`src/rtl/wrr_pkg.sv`:
```
// Shared widths, per-class scheduling state and rank packing for the WRR rank engines.
package wrr_pkg;

    localparam int CLASS_W  = 5;
    localparam int WEIGHT_W = 16;
    localparam int OVF_W    = 1;
    localparam int ROUND_W  = 18;
    localparam int ADDR_W   = 12;
    localparam int RESULT_W = 1 + OVF_W + ROUND_W + ADDR_W;

    localparam logic [ROUND_W-1:0] ROUND_MAX = '1;

    typedef struct packed {
        logic [OVF_W-1:0]    ovf;
        logic [ROUND_W-1:0]  round;
        logic [WEIGHT_W-1:0] credit;
    } class_state_t;

    function automatic logic [RESULT_W-1:0] pack_rank(input class_state_t s,
                                                      input logic [ADDR_W-1:0] addr);
        return {1'b1, s.ovf, s.round, addr};
    endfunction

endpackage

```
`src/rtl/wrr_rank_calc.sv`:
```
// Combinational WRR state update: (class state, weight, PIFO head snapshot) -> next class state.
module wrr_rank_calc
    import wrr_pkg::*;
#(
    parameter logic [ROUND_W-1:0] RMAX     = ROUND_MAX,
    parameter logic [OVF_W-1:0]   OVF_MASK = '1
) (
    input  class_state_t        cur,
    input  logic [WEIGHT_W-1:0] weight,
    input  logic [OVF_W-1:0]    govf,
    input  logic [ROUND_W-1:0]  grnd,
    output class_state_t        nxt
);

    logic [WEIGHT_W-1:0] refill;

    always_comb begin
        // A zero weight refills as if it were one: credit w-1 == 0.
        refill = (weight == '0) ? '0 : weight - WEIGHT_W'(1);
        nxt    = cur;
        if (cur.ovf != govf && grnd < cur.round) begin
            nxt.ovf    = govf;
            nxt.round  = grnd;
            nxt.credit = refill;
        end else if (cur.ovf == govf && cur.round < grnd) begin
            nxt.round  = grnd;
            nxt.credit = refill;
        end else if (cur.credit != '0) begin
            nxt.credit = cur.credit - WEIGHT_W'(1);
        end else if (cur.round == RMAX) begin
            nxt.ovf    = (cur.ovf + OVF_W'(1)) & OVF_MASK;
            nxt.round  = '0;
            nxt.credit = refill;
        end else begin
            nxt.round  = cur.round + ROUND_W'(1);
            nxt.credit = refill;
        end
    end

endmodule

```
`src/rtl/wrr_rank_engine_bp.sv`:
```
// WRR rank engine: 3-stage pipeline with per-class state/weight tables, same-class bypass
// and ready/valid backpressure. Width overrides must not exceed the wrr_pkg widths.
module wrr_rank_engine_bp
    import wrr_pkg::*;
#(
    parameter int CLASS_WIDTH         = CLASS_W,
    parameter int WEIGHT_WIDTH        = WEIGHT_W,
    parameter int PIFO_OVERFLOW_WIDTH = OVF_W,
    parameter int PIFO_ROUND_WIDTH    = ROUND_W,
    parameter int PIFO_ADDR_WIDTH     = ADDR_W,
    parameter int RESULT_WIDTH        = 1 + PIFO_OVERFLOW_WIDTH + PIFO_ROUND_WIDTH + PIFO_ADDR_WIDTH
) (
    input  logic                           clk,
    input  logic                           rstn,
    input  logic                           req_valid,
    output logic                           req_ready,
    input  logic [CLASS_WIDTH-1:0]         req_class_id,
    input  logic [PIFO_ADDR_WIDTH-1:0]     req_addr,
    input  logic                           last_pifo_valid,
    input  logic [PIFO_OVERFLOW_WIDTH-1:0] last_pifo_overflow,
    input  logic [PIFO_ROUND_WIDTH-1:0]    last_pifo_round,
    input  logic                           cfg_wr_en,
    input  logic                           cfg_clear,
    input  logic [CLASS_WIDTH-1:0]         cfg_class_id,
    input  logic [WEIGHT_WIDTH-1:0]        cfg_weight,
    output logic                           resp_valid,
    input  logic                           resp_ready,
    output logic [RESULT_WIDTH-1:0]        resp_data
);

    localparam int                 CLASS_COUNT = 2 ** CLASS_WIDTH;
    localparam logic [ROUND_W-1:0] RMAX        = ROUND_W'((1 << PIFO_ROUND_WIDTH) - 1);
    localparam logic [OVF_W-1:0]   OMASK       = OVF_W'((1 << PIFO_OVERFLOW_WIDTH) - 1);

    // Handshake: a request moves on clk when req_valid & req_ready; a rank leaves on clk
    // when resp_valid & resp_ready; while resp_valid & ~resp_ready the whole pipe holds.
    logic stall, adv, wb_en, bypass;

    logic                       s1_valid_q, s1_valid_d;
    logic [CLASS_WIDTH-1:0]     s1_class_q, s1_class_d;
    logic [PIFO_ADDR_WIDTH-1:0] s1_addr_q, s1_addr_d;

    logic                       s2_valid_q, s2_valid_d;
    logic [CLASS_WIDTH-1:0]     s2_class_q, s2_class_d;
    logic [PIFO_ADDR_WIDTH-1:0] s2_addr_q, s2_addr_d;
    class_state_t               s2_state_q, s2_state_d;
    logic [WEIGHT_W-1:0]        s2_weight_q, s2_weight_d;

    logic                       resp_valid_q, resp_valid_d;
    logic [RESULT_WIDTH-1:0]    resp_data_q, resp_data_d;

    logic [OVF_W-1:0]           g_ovf_q, g_ovf_d;
    logic [ROUND_W-1:0]         g_rnd_q, g_rnd_d;

    class_state_t               tbl_q [CLASS_COUNT];
    class_state_t               tbl_d [CLASS_COUNT];
    logic [WEIGHT_W-1:0]        wt_q [CLASS_COUNT];
    logic [WEIGHT_W-1:0]        wt_d [CLASS_COUNT];

    class_state_t               s2_next;
    logic [RESULT_WIDTH-1:0]    rank_word;

    wrr_rank_calc #(
        .RMAX     (RMAX),
        .OVF_MASK (OMASK)
    ) u_calc (
        .cur    (s2_state_q),
        .weight (s2_weight_q),
        .govf   (g_ovf_q),
        .grnd   (g_rnd_q),
        .nxt    (s2_next)
    );

    if (PIFO_OVERFLOW_WIDTH == OVF_W && PIFO_ROUND_WIDTH == ROUND_W && PIFO_ADDR_WIDTH == ADDR_W)
    begin : g_pkg_pack
        assign rank_word = pack_rank(s2_next, s2_addr_q);
    end else begin : g_narrow_pack
        assign rank_word = {1'b1, s2_next.ovf[PIFO_OVERFLOW_WIDTH-1:0],
                            s2_next.round[PIFO_ROUND_WIDTH-1:0], s2_addr_q};
    end

    always_comb begin
        stall  = resp_valid_q & ~resp_ready;
        adv    = ~stall;
        wb_en  = adv & s2_valid_q;
        // S2 writes its result on this same edge, so a trailing same-class request takes it directly.
        bypass = adv & s1_valid_q & s2_valid_q & (s2_class_q == s1_class_q);

        s1_valid_d   = s1_valid_q;
        s1_class_d   = s1_class_q;
        s1_addr_d    = s1_addr_q;
        s2_valid_d   = s2_valid_q;
        s2_class_d   = s2_class_q;
        s2_addr_d    = s2_addr_q;
        s2_state_d   = s2_state_q;
        s2_weight_d  = s2_weight_q;
        resp_valid_d = resp_valid_q;
        resp_data_d  = resp_data_q;
        if (adv) begin
            s1_valid_d   = req_valid;
            s1_class_d   = req_class_id;
            s1_addr_d    = req_addr;
            s2_valid_d   = s1_valid_q;
            s2_class_d   = s1_class_q;
            s2_addr_d    = s1_addr_q;
            s2_state_d   = bypass ? s2_next : tbl_q[s1_class_q];
            s2_weight_d  = wt_q[s1_class_q];
            resp_valid_d = s2_valid_q;
            if (s2_valid_q) begin
                resp_data_d = rank_word;
            end
        end

        g_ovf_d = g_ovf_q;
        g_rnd_d = g_rnd_q;
        if (last_pifo_valid) begin
            g_ovf_d = OVF_W'(last_pifo_overflow);
            g_rnd_d = ROUND_W'(last_pifo_round);
        end

        // Clear is applied after writeback so it wins on a same-class collision.
        tbl_d = tbl_q;
        if (wb_en) begin
            tbl_d[s2_class_q] = s2_next;
        end
        if (cfg_clear) begin
            tbl_d[cfg_class_id] = '0;
        end

        wt_d = wt_q;
        if (cfg_wr_en) begin
            wt_d[cfg_class_id] = WEIGHT_W'(cfg_weight);
        end
    end

    always_ff @(posedge clk) begin
        if (!rstn) begin
            s1_valid_q   <= 1'b0;
            s1_class_q   <= '0;
            s1_addr_q    <= '0;
            s2_valid_q   <= 1'b0;
            s2_class_q   <= '0;
            s2_addr_q    <= '0;
            s2_state_q   <= '0;
            s2_weight_q  <= '0;
            resp_valid_q <= 1'b0;
            resp_data_q  <= '0;
            g_ovf_q      <= '0;
            g_rnd_q      <= '0;
            for (int i = 0; i < CLASS_COUNT; i++) begin
                tbl_q[i] <= '0;
                wt_q[i]  <= '0;
            end
        end else begin
            s1_valid_q   <= s1_valid_d;
            s1_class_q   <= s1_class_d;
            s1_addr_q    <= s1_addr_d;
            s2_valid_q   <= s2_valid_d;
            s2_class_q   <= s2_class_d;
            s2_addr_q    <= s2_addr_d;
            s2_state_q   <= s2_state_d;
            s2_weight_q  <= s2_weight_d;
            resp_valid_q <= resp_valid_d;
            resp_data_q  <= resp_data_d;
            g_ovf_q      <= g_ovf_d;
            g_rnd_q      <= g_rnd_d;
            tbl_q        <= tbl_d;
            wt_q         <= wt_d;
        end
    end

    assign req_ready  = adv;
    assign resp_valid = resp_valid_q;
    assign resp_data  = resp_data_q;

endmodule

```
`config.mk`:
```
export PLATFORM = sky130hd
export DESIGN_NAME = wrr_rank_engine_bp
export DESIGN_NICKNAME = d
export VERILOG_FILES = /design/src/rtl/wrr_pkg.sv /design/src/rtl/wrr_rank_calc.sv /design/src/rtl/wrr_rank_engine_bp.sv
export SDC_FILE = /design/constraint.sdc
export NUM_CORES = 2
export LEC_CHECK = 0
export ABC_AREA = 1
export CAP_MARGIN = 25
export CELL_PAD_IN_SITES_DETAIL_PLACEMENT = 0
export CELL_PAD_IN_SITES_GLOBAL_PLACEMENT = 1
export CORE_MARGIN = 2
export CORE_UTILIZATION = 28
export DETAILED_ROUTE_END_ITERATION = 7
export HOLD_SLACK_MARGIN = 0.02
export PLACE_DENSITY = 0.63
export SLEW_MARGIN = 15
export SYNTH_ARGS = -nofsm -noshare
export SYNTH_HDL_FRONTEND = slang
export SYNTH_SLANG_ARGS = --single-unit
```
`constraint.sdc`:
```
create_clock -name clk -period 3 [get_ports clk]
set_input_delay 0.45 -clock clk [delete_from_list [all_inputs] [get_ports clk]]
set_output_delay 0.45 -clock clk [all_outputs]
set_load 0.02 [all_outputs]
```
==> impl_metrics.tcl <==
set metrics [dict create \
    synth.top_cell.area_share_pct 42.3 \
    grt_start_max_net_pins 200 \
    synth_edf_count 0 \
    register_area_sq_mm 0.0355 \
    syn-num-nets 12700 \
    setup_viol 0 \
    clock_latency_ns 0.90 \
    maxCapViolCount 0 \
    routed_via_density 4.98 \
    vias 82500 \
    tightestPinTransition_ns 1.06 \
    io_pins 98 \
    grt_pass1_vias 76500 \
    start_kind "register" \
    fillers 32600 \
    hp-start "cfg_weight[12]" \
    syn-instance-count 12600 \
    tritoncts "yes" \
    critPathRequiredTime_ns 3.74 \
    startpoint "g_rnd_q[9]" \
    holdPathEnd "wt_q[316]" \
    seq_area_frac_synth_pct 42.3 \
    min_path_cells 3 \
    clk_pin_slew_worst_paths_ns 0.06 \
    syn-cell-area_sq_mm 0.0838 \
    yosysTopAreaCell "dfxtp_1" \
    postCtsSetupBuffers 0 \
    relSlewSlack_pct 29.2 \
    criticalPathCategory "reg -> reg" \
    pre_cts_slack_ns -0.0488 \
    synth_flop_cell "dfxtp_1" \
    reg2reg_from "g_rnd_q[9]" \
    fin_crit_ns 2.79 \
    final_max_slew_viol_count 0 \
    grt_pass1_wl_mm 523 \
    grt_usage_pct 22.6 \
    grt_setup_unrepaired "false" \
    start_util_pct 28.2 \
    die_h_um 551 \
    firstDrtPassIters 5 \
    cts.sinks 1771 \
    final_nets 12500 \
    place_hpwl_mm 224 \
    worstPathMaxFanout 34 \
    r2r_cells 15 \
    fin_setup_tns_ns 0 \
    final_cells 16600 \
    die_w_um 551 \
    final.setup.worst_slack_ns 0.213 \
    post-route-drc-count 0 \
    h-tree-depth 4 \
    rr_endpoint "s2_state_q[18]" \
    crit_arrival_ns 3.53 \
    drt-total-wl_mm 354 \
    async_flop_share_pct 0 \
    dieArea_sq_mm 0.304 \
    routedWlPerCell_um 21.4 \
    hp-class "in -> reg" \
    synth_area_leaders "dfxtp_1 42%, nor2_1 13%, o21ai_0 12%, inv_1 6.1%, a21oi_1 5.7%" \
    ys_types 56 \
    p_total_w 0.0608 \
    post-route-util_pct 33.3 \
    synth-seq-cells 1771 \
    cts-buffers-inserted 212 \
    syn-mean-instance-area_sq_um 6.65 \
    fmax_ghz 0.359 \
    end_kind "register" \
    clock-root-buffer "clkbuf_16" \
    cts_buffer_depth 4 \
    multi_input_comb_area_sq_mm 0.0388 \
    place.gp.congestion 0.882 \
    fin_crit_sh_pct 92.9 \
    io_buffers 97 \
    area_delta_synth_final_pct 18.2 \
    ir_worst_vdd_mv 0.530 \
    p_leak_nw 43.8 \
    r2r_setup_slack_ns 0.21 \
    power-per-cell-area_mw_per_mm2 614 \
    antenna_found_initial 6 \
    synth_warnings 0 \
    fin_skew_ns 0.0898 \
    rows 200 \
    drt_iter0_markers 7615 \
    dp_cells 16200 \
    overflow 0 \
    hold_violations 0 \
    antenna_left 0 \
    status "finished, final reports clean" \
    fp.coreArea_sq_mm 0.297 \
    drive_gt1_share_pct 8.17 \
]
==> logic make-up after synthesis <==
| group | count (synthesis) | synth area share (%) |
|---|---|---|
| buf+inv | 2451 | 11.5 |
| fa+ha+maj | 22 | 0.329 |
| xor+xnor | 28 | 0.302 |
| simple gates | 4618 | 22.0 |
| flops | 1771 | 42.3 |
| compound gates | 3705 | 23.6 |
==> stage by stage <==
step | hold slack (ns) | area [sq um]
finish | 0.0957 | 99100
global route | 0.0532 | 99100
CTS | 0.0286 | 99100
detailed placement | 0.436 | 92300
global placement | 0.431 | 92300
floorplan | 0.420 | 83800
==> layout by cell type, fill, tap and decap left out, types with 11 or more instances in the layout <==
cell type,n
nand4_1,13
clkinv_1,11
o221ai_1,205
clkbuf_16,213
xor2_1,23
o21ai_1,394
o211ai_1,88
inv_1,1367
o22ai_1,64
nor2_2,11
dfxtp_1,1766
clkbuf_8,57
o21ai_0,1959
inv_2,27
a21oi_1,955
o21ai_4,16
clkbuf_1,59
nor2_1,2939
buf_4,404
nand3_1,623
nand2_2,20
nand2_1,969
clkdlybuf4s50_1,78
buf_12,189
buf_2,17
clkinv_2,24
ha_1,22
==> per-layer routing <==
| metal | track usage (%) | routed length [um] | vias up |
|---|---|---|---|
| met4 | 6.84 | 11200 | 0 |
| met2 | 36.5 | 160000 | 2222 |
| met5 | 0 | 0 | - |
| li1 | - | - | 40500 |
| met1 | 31.7 | 165000 | 39300 |
| met3 | 1.94 | 17100 | 446 |
==> worst max path at each step <==
| stage | endpoint | cells past startpoint | slack, ns |
|---|---|---|---|
| after floorplan | tbl_q[140] | 16 | 0.71 |
| after global placement | tbl_q[1004] | 12 | -0.12 |
| after detailed placement | tbl_q[996] | 12 | -0.05 |
| after CTS | register | 14 | 0.14 |
| after global routing | s2_state_q[18] | 16 | 0.02 |
| final | s2_state_q[18] | 15 | 0.21 |
==> Yosys cell counts, drive strengths merged (10+ instances only) <==
master	count
or2	12
dfxtp	1771
ha	22
inv	1402
nor3	12
o211ai	88
clkinv	10
nor2	2954
o21ai	2370
xor2	23
nand4	13
nand3	628
o22ai	64
buf	272
clkbuf	767
a21oi	955
nand2	991
o221ai	205
==> worst max-delay path: stages, from the launching register on <==
cell and delay, ns:
dfxtp_1 0.37, inv_1 0.11, ha_1 0.32, a21o_1 0.19, nor2_1 0.11, nand2_1 0.10, nand2_4 0.14, nand3_1 0.11
nand2_2 0.13, nand2_8 0.15, buf_4 0.23, nand2_1 0.11, o21ai_4 0.09, buf_12 0.18, a21oi_1 0.26, nor2_1 0.07
==> power by group <==
group	total (W)	switching [W]	internal, W
clock	0.0257	0.0108	0.0149
combinational	0.0111	0.00784	0.00323
sequential	0.0240	0.000228	0.0238
total	0.0608	0.0188	0.0419
==> layout make-up <==
cell class              count  area share [%]
diodes                      3         0.00758
flip-flops and latches   1771            35.8
repair buffers            692            7.80
clock inverters            39           0.412
multi-input cells        8373            39.2
clock buffers             329            6.40
inverters                1412            5.39
well taps                3939            4.98
==> what timing repair did <==
item / 4_1_cts / 5_1_grt
gates resized for setup: 0 / 1
hold buffers: 2 / 0
setup endpoints to repair: 0 / 3
hold endpoints to repair: 41 / 0
Power figures use the tool's default switching activity.
